$ cat src/rtl/dmem_sched_if.sv
// Bus bundle between the data-memory scheduler and its neighbours: load FU,
// store commit path, memory port and load writeback bus.
interface dmem_sched_if #(
  parameter int TAG_W = 6
) ();
  // load request
  logic             ld_valid;
  logic             ld_ready;
  logic [31:0]      ld_addr;
  logic [2:0]       ld_func3;
  logic [TAG_W-1:0] ld_tag;
  // committed store request
  logic             st_valid;
  logic             st_ready;
  logic [31:0]      st_addr;
  logic [31:0]      st_data;
  logic [2:0]       st_func3;
  // memory port
  logic             mem_issued;
  logic [6:0]       mem_opcode;
  logic [2:0]       mem_func3;
  logic [31:0]      mem_addr;
  logic             mem_we;
  logic [31:0]      mem_wdata;
  logic             mem_valid;
  logic [31:0]      mem_data;
  // load writeback
  logic             wb_valid;
  logic [TAG_W-1:0] wb_tag;
  logic [31:0]      wb_data;

  // environment side: requesters, memory and writeback consumer
  modport master (
    output ld_valid, ld_addr, ld_func3, ld_tag,
    output st_valid, st_addr, st_data, st_func3,
    output mem_valid, mem_data,
    input  ld_ready, st_ready,
    input  mem_issued, mem_opcode, mem_func3, mem_addr, mem_we, mem_wdata,
    input  wb_valid, wb_tag, wb_data
  );

  // scheduler side
  modport slave (
    input  ld_valid, ld_addr, ld_func3, ld_tag,
    input  st_valid, st_addr, st_data, st_func3,
    input  mem_valid, mem_data,
    output ld_ready, st_ready,
    output mem_issued, mem_opcode, mem_func3, mem_addr, mem_we, mem_wdata,
    output wb_valid, wb_tag, wb_data
  );
endinterface

$ cat src/rtl/dmem_sched.sv
// Single-port data-memory scheduler. Arbitrates loads vs committed stores,
// tracks loads through the fixed memory latency and returns tagged results.
module dmem_sched #(
  parameter int TAG_W      = 6,
  parameter int MEM_LAT    = 2,
  parameter int STARVE_MAX = 4
) (
  input  logic         clk_i,
  input  logic         reset_i,   // async, active low
  input  logic         flush_i,
  dmem_sched_if.slave  bus,
  output logic         busy_o
);
  localparam int SW = $clog2(STARVE_MAX + 1);
  localparam logic [6:0] OP_LOAD  = 7'b0000011;
  localparam logic [6:0] OP_STORE = 7'b0100011;

  // ld marks any load slot (even squashed) so a memory return can be matched
  typedef struct packed {
    logic             ld;
    logic             v;
    logic [TAG_W-1:0] tag;
  } ent_t;

  ent_t [MEM_LAT:0] pipe_q, pipe_d;
  ent_t             head;
  logic [SW-1:0]    starve_q, starve_d;
  logic             st_gnt, ld_gnt, same_word;

  logic             mem_issued_q, mem_we_q;
  logic [6:0]       mem_opcode_q;
  logic [2:0]       mem_func3_q;
  logic [31:0]      mem_addr_q, mem_wdata_q;
  logic             wb_valid_q;
  logic [TAG_W-1:0] wb_tag_q;
  logic [31:0]      wb_data_q;

  assign head = pipe_q[MEM_LAT];

  // grant: store wins when starved, uncontested, or hitting the load's word
  always_comb begin
    same_word = (bus.ld_addr[31:2] == bus.st_addr[31:2]);
    st_gnt    = reset_i & bus.st_valid &
                (flush_i | (starve_q == SW'(STARVE_MAX)) | !bus.ld_valid | same_word);
    ld_gnt    = reset_i & bus.ld_valid & !flush_i & !st_gnt;
    starve_d  = starve_q;
    if (!bus.st_valid || st_gnt)
      starve_d = '0;
    else if (ld_gnt && starve_q != SW'(STARVE_MAX))
      starve_d = starve_q + SW'(1);
  end

  assign bus.ld_ready = ld_gnt;
  assign bus.st_ready = st_gnt;

  // in-flight shift: new slot at [0], head at [MEM_LAT]; flush squashes all
  always_comb begin
    pipe_d        = '0;
    pipe_d[0].ld  = ld_gnt;
    pipe_d[0].v   = ld_gnt;
    pipe_d[0].tag = ld_gnt ? bus.ld_tag : '0;
    for (int i = 1; i <= MEM_LAT; i++) pipe_d[i] = pipe_q[i-1];
    if (flush_i)
      for (int i = 0; i <= MEM_LAT; i++) pipe_d[i].v = 1'b0;
  end

  // busy while any live load remains in flight
  always_comb begin
    busy_o = 1'b0;
    for (int i = 0; i <= MEM_LAT; i++) busy_o = busy_o | pipe_q[i].v;
  end

  // state registers: starve counter and in-flight pipe
  always_ff @(posedge clk_i or negedge reset_i) begin
    if (!reset_i) begin
      starve_q <= '0;
      pipe_q   <= '0;
    end else begin
      starve_q <= starve_d;
      pipe_q   <= pipe_d;
    end
  end

  // registered memory request, one-cycle strobe after grant
  always_ff @(posedge clk_i or negedge reset_i) begin
    if (!reset_i) begin
      mem_issued_q <= 1'b0;
      mem_we_q     <= 1'b0;
      mem_opcode_q <= '0;
      mem_func3_q  <= '0;
      mem_addr_q   <= '0;
      mem_wdata_q  <= '0;
    end else begin
      mem_issued_q <= st_gnt | ld_gnt;
      mem_we_q     <= st_gnt;
      mem_opcode_q <= st_gnt ? OP_STORE : (ld_gnt ? OP_LOAD : 7'd0);
      mem_func3_q  <= st_gnt ? bus.st_func3 : (ld_gnt ? bus.ld_func3 : 3'd0);
      mem_addr_q   <= st_gnt ? bus.st_addr : (ld_gnt ? bus.ld_addr : 32'd0);
      mem_wdata_q  <= st_gnt ? bus.st_data : 32'd0;
    end
  end

  // writeback one cycle after the memory return, only for live head slots
  always_ff @(posedge clk_i or negedge reset_i) begin
    if (!reset_i) begin
      wb_valid_q <= 1'b0;
      wb_tag_q   <= '0;
      wb_data_q  <= '0;
    end else begin
      wb_valid_q <= bus.mem_valid & head.v & !flush_i;
      if (bus.mem_valid) begin
        wb_tag_q  <= head.tag;
        wb_data_q <= bus.mem_data;
      end
    end
  end

  assign bus.mem_issued = mem_issued_q;
  assign bus.mem_we     = mem_we_q;
  assign bus.mem_opcode = mem_opcode_q;
  assign bus.mem_func3  = mem_func3_q;
  assign bus.mem_addr   = mem_addr_q;
  assign bus.mem_wdata  = mem_wdata_q;
  assign bus.wb_valid   = wb_valid_q;
  assign bus.wb_tag     = wb_tag_q;
  assign bus.wb_data    = wb_data_q;

  // a memory return must land on a load slot, live or squashed
  a_ret_on_load: assert property (@(posedge clk_i) disable iff (!reset_i)
                                  bus.mem_valid |-> head.ld);
endmodule
$ cat src/flat_wrapper.sv
// flat-port wrapper written by rule: the top's interface ports become plain ports
module dmem_sched_flat 
#(
  parameter int TAG_W      = 6,
  parameter int MEM_LAT    = 2,
  parameter int STARVE_MAX = 4
)
  (clk_i, reset_i, flush_i, busy_o, bus_ld_valid, bus_ld_addr, bus_ld_func3, bus_ld_tag, bus_st_valid, bus_st_addr, bus_st_data, bus_st_func3, bus_mem_valid, bus_mem_data, bus_ld_ready, bus_st_ready, bus_mem_issued, bus_mem_opcode, bus_mem_func3, bus_mem_addr, bus_mem_we, bus_mem_wdata, bus_wb_valid, bus_wb_tag, bus_wb_data);
  dmem_sched_if #(.TAG_W(TAG_W)) bus_i ();
  input  logic clk_i;
  input  logic reset_i;
  input  logic flush_i;
  output logic busy_o;
  input wire logic [$bits(bus_i.ld_valid)-1:0] bus_ld_valid;
  input wire logic [$bits(bus_i.ld_addr)-1:0] bus_ld_addr;
  input wire logic [$bits(bus_i.ld_func3)-1:0] bus_ld_func3;
  input wire logic [$bits(bus_i.ld_tag)-1:0] bus_ld_tag;
  input wire logic [$bits(bus_i.st_valid)-1:0] bus_st_valid;
  input wire logic [$bits(bus_i.st_addr)-1:0] bus_st_addr;
  input wire logic [$bits(bus_i.st_data)-1:0] bus_st_data;
  input wire logic [$bits(bus_i.st_func3)-1:0] bus_st_func3;
  input wire logic [$bits(bus_i.mem_valid)-1:0] bus_mem_valid;
  input wire logic [$bits(bus_i.mem_data)-1:0] bus_mem_data;
  output wire logic [$bits(bus_i.ld_ready)-1:0] bus_ld_ready;
  output wire logic [$bits(bus_i.st_ready)-1:0] bus_st_ready;
  output wire logic [$bits(bus_i.mem_issued)-1:0] bus_mem_issued;
  output wire logic [$bits(bus_i.mem_opcode)-1:0] bus_mem_opcode;
  output wire logic [$bits(bus_i.mem_func3)-1:0] bus_mem_func3;
  output wire logic [$bits(bus_i.mem_addr)-1:0] bus_mem_addr;
  output wire logic [$bits(bus_i.mem_we)-1:0] bus_mem_we;
  output wire logic [$bits(bus_i.mem_wdata)-1:0] bus_mem_wdata;
  output wire logic [$bits(bus_i.wb_valid)-1:0] bus_wb_valid;
  output wire logic [$bits(bus_i.wb_tag)-1:0] bus_wb_tag;
  output wire logic [$bits(bus_i.wb_data)-1:0] bus_wb_data;
  assign bus_i.ld_valid = bus_ld_valid;
  assign bus_i.ld_addr = bus_ld_addr;
  assign bus_i.ld_func3 = bus_ld_func3;
  assign bus_i.ld_tag = bus_ld_tag;
  assign bus_i.st_valid = bus_st_valid;
  assign bus_i.st_addr = bus_st_addr;
  assign bus_i.st_data = bus_st_data;
  assign bus_i.st_func3 = bus_st_func3;
  assign bus_i.mem_valid = bus_mem_valid;
  assign bus_i.mem_data = bus_mem_data;
  assign bus_ld_ready = bus_i.ld_ready;
  assign bus_st_ready = bus_i.st_ready;
  assign bus_mem_issued = bus_i.mem_issued;
  assign bus_mem_opcode = bus_i.mem_opcode;
  assign bus_mem_func3 = bus_i.mem_func3;
  assign bus_mem_addr = bus_i.mem_addr;
  assign bus_mem_we = bus_i.mem_we;
  assign bus_mem_wdata = bus_i.mem_wdata;
  assign bus_wb_valid = bus_i.wb_valid;
  assign bus_wb_tag = bus_i.wb_tag;
  assign bus_wb_data = bus_i.wb_data;
  dmem_sched #(.TAG_W(TAG_W), .MEM_LAT(MEM_LAT), .STARVE_MAX(STARVE_MAX)) u_core (.clk_i(clk_i), .reset_i(reset_i), .flush_i(flush_i), .bus(bus_i), .busy_o(busy_o));
endmodule
$ cat config.mk
export PLATFORM = sky130hd
export DESIGN_NAME = dmem_sched_flat
export DESIGN_NICKNAME = d
export VERILOG_FILES = /design/src/rtl/dmem_sched_if.sv /design/src/rtl/dmem_sched.sv /design/src/flat_wrapper.sv
export SDC_FILE = /design/constraint.sdc
export NUM_CORES = 1
export LEC_CHECK = 0
export CORE_ASPECT_RATIO = 1.75
export CORE_MARGIN = 2
export CORE_UTILIZATION = 42
export DETAILED_ROUTE_END_ITERATION = 12
export MAX_ROUTING_LAYER = met4
export PLACE_DENSITY = 0.78
export SLEW_MARGIN = 25
export SYNTH_ARGS = -nofsm -noshare
export SYNTH_HDL_FRONTEND = slang
export SYNTH_SLANG_ARGS = --single-unit
$ cat constraint.sdc
create_clock -name clk_i -period 2.5 [get_ports clk_i]
set_clock_uncertainty 0.2 [all_clocks]
set_input_delay 0.375 -clock clk_i [delete_from_list [all_inputs] [get_ports clk_i]]
set_output_delay 0.375 -clock clk_i [all_outputs]
set_load 0.02 [all_outputs]
==> reports/metrics.csv <==
metric,value,unit
Syn. warnings,0,
Max-cap violations,0,
Die W,94.10,µm
Compound-Gate Fraction of Synth Area,10.21,%
failing checks,negative setup slack,
"Worst Setup Slack, final",-0.07670,ns
fraction of synthesized cell area in xor and xnor cells,4.697,%
vias post-DR,5981,
GR Util met2,48.34,%
Avg WL per Cell,20.90,µm
"top cells by area, synth","dfrtp_1, mux2_2, and3_1",
GRT Residual Overflow,0,
starting density of the core,42.91,%
# diodes,0,
Slew @ Worst Pin,0.7213,ns
Num CTS Buffers,17,
final-stage net count,990,
Final ANT Viol Nets,0,
FF-to-FF End,u_core.bus.mem_wdata[12]$_DFF_PN0_,
Fmax,388.1,MHz
Yosys top cell by area,dfrtp_1,
Worst setup EP type,primary output,
relative max-transition margin,51.91,%
mux contribution to synthesized area,7.360,%
Worst R2R Path Depth,10,
Vias/cell,5.796,
largest family of logic cells by synthesized area,simple AND/OR/NAND/NOR gates,
"Hold Violations, Final",0,
Core Region,0.01391,mm²
crit-path max FO,2,
Row Count,57,
Multi-input gate area,0.002635,mm²
Starting DRT DRC Count,347,
clk root buf,clkbuf_16,
commonest cells in the netlist,"dfrtp_1, and3_1, clkbuf_1, nand4_1, mux2_2",
"Core Util, Final",72.03,%
GRT Util Overall,28.30,%
Tmin final,2.577,ns
synth unique cells,28,
Post-Syn Instances,525,
Post-Syn Area,0.005967,mm²
fillcell total,989,
initial antenna violation count,0,
storage element area,0.003303,mm²
# DRC,0,
"Async S/R FF share, synth",100.0,%
IO Pins,264,
grt met1 use,28.92,%
"Design Area, Final",0.01002,mm²
post-synthesis sequential area ratio,55.36,%
total power,5.806,mW
Final Max Tran Viols,0,
IO buf count,259,
Area Overhead vs Synth,67.88,%
Setup TNS Final,-0.07670,ns
Post-synth EDFFs,0,
Worst R2R Setup Slack,0.34,ns
reg2reg start,u_core.starve_q[0]$_DFFE_PN0P_,
detailed placer's ending HPWL,14090,µm
Seq cells post-synth,132,
top cell type's share of synthesized area,55.36,%
placed cell count,971,
WP data required,1.92,ns
filler-free cell count of the finished design,1032,
first-pass GRT wire length,32220,µm
Worst VDD drop,0.4816,mV
grt met3 use,6.818,%
clk sink count,132,
post-route clock period utilization,103.1,%
post-synthesis adder-cell area fraction,0.4194,%
hold depth,3,
Simple-Gate Fraction of Synth Area,17.01,%
dominant synthesized flop cell,dfrtp_1,
CTS max path bufs,2,
Hold Path End,u_core.bus.mem_addr[10]$_DFF_PN0_,
Pre-antenna DRT Iters,4,
Syn Area/Cell,11.37,µm²
Hold WC Path Type,primary input to flip-flop,
top-count cell post-synth,dfrtp_1,
share of cells above drive strength 1,28.89,%
# H-tree levels,4,
CTS tree,built,
final WL,21570,µm
Hold Crit Start,bus_st_addr[10],
final number of setup-violating endpoints,1,
RSZ-0062 raised after global routing,yes,
CP startpoint kind,primary input,
die span in y,161.7,µm
Die ar.,0.01521,mm²
clk slew on worst S/H paths,0.06,ns
CP Class,primary input to primary output,
Top Usage Layer GRT,met2,
P per Cell Area,579.6,mW/mm²
vias in the first global route,6315,
Worst-Skew Late Latency,0.41,ns
Placer Congestion,0.9447,
status,"finished, violations left",
pin count of the biggest net entering global routing,114,
Crit path arrival time,2.00,ns
Leak,4.662,nW
DP Area,0.009060,mm²
## worst max-delay path by stage
stage,endpoint,slack [ns],start
global route,bus_st_ready,-0.11,bus_ld_addr[16]
detailed placement,bus_ld_ready,-0.93,bus_ld_addr[6]
CTS,bus_st_ready,-0.12,bus_ld_addr[10]
finish,bus_st_ready,-0.08,bus_ld_addr[3]
global placement,bus_ld_ready,-0.94,bus_ld_addr[6]
floorplan,bus_st_ready,0.04,bus_st_addr[12]
## routing by layer
layer,vias up,wire length [µm]
met5,-,0
met4,0,1568
met3,102,1879
met2,391,11270
met1,2885,6852
li1,2603,-
## flip-flops by register name, summed over array words and instances (netlist names), 2 cells and up
signal                 flops
u_core.bus.mem_addr       32
u_core.bus.mem_func3       3
u_core.starve_q            3
u_core.bus.mem_wdata      32
u_core.pipe_q              2
u_core.bus.wb_tag          6
u_core.pipe_d             12
u_core.bus.mem_opcode      2
u_core.head                7
u_core.bus.wb_data        32
## area by class of cell
type | count | share of cell area, %
sequential | 132 | 32.98
clock buffer | 17 | 4.247
inverter | 2 | 0.07494
clock inverter | 15 | 1.349
timing repair buffer | 356 | 32.84
multi-input combinational | 333 | 26.31
tap | 177 | 2.211
## through the flow
step / setup WS, ns / hold WS [ns]
3_5_place_dp: -0.9342 / -0.02955
6_report: -0.07670 / 0.04862
2_1_floorplan: 0.03866 / -0.1206
4_1_cts: -0.1178 / 0.03234
5_1_grt: -0.1100 / 0.03986
3_3_place_gp: -0.9372 / -0.03057
## cell usage in the layout (no fill, tap or decap), drive strengths merged
cell	synthesis	routed
clkdlybuf4s50	0	195
dfrtp	132	132
buf	15	127
and3	67	67
nand4	42	42
mux2	39	39
nand3	36	36
o2111ai	35	35
a31oi	35	35
clkbuf	46	33
xnor2	32	32
nand2	15	15
inv	2	11
a21oi	9	9
dlygate4sd2	0	9
clkdlybuf4s15	0	7
conb	1	4
clkinv	0	4
nor2b	3	3
and2	3	3
or4	2	2
nor4	2	2
ha	2	2
clkinvlp	0	2
dlygate4sd3	0	2
a21boi	2	2
o21ai	1	1
and3b	1	1
o21a	1	1
or3	1	1
nor2	1	1
## timing repair
item                       CTS  global route
setup buffers               22             8
hold buffers                 1             1
gates cloned                 2             3
hold endpoints to repair    49             5
gates resized for setup    195            62
pin swaps                   37            52
setup endpoints to repair   78            37
## report_power, final
part           switching, mW  total, mW  internal, mW  leakage, nW
clock                   1.04       2.35          1.31        0.271
sequential            0.0507       2.31          2.25         1.73
combinational          0.549       1.16         0.607         2.66
total                   1.64       5.81          4.17         4.66
## logic make-up (layout without fill, tap and decap cells)
family | count (synthesis) | count (layout)
xor+xnor | 32 | 32
simple gates | 173 | 173
other cells | 1 | 4
fa+ha+maj | 2 | 2
buf+inv | 63 | 390
compound gates | 83 | 83
flops | 132 | 132
mux | 39 | 39
## worst max-delay path: stages
cell	delay (ns)
buf_2	0.13
xnor2_2	0.16
nand4_1	0.24
or4_4	0.57
o21ai_4	0.17
buf_6	0.11
and2_4	0.13
buf_6	0.12
No activity file was read; power rests on OpenSTA's default activity.
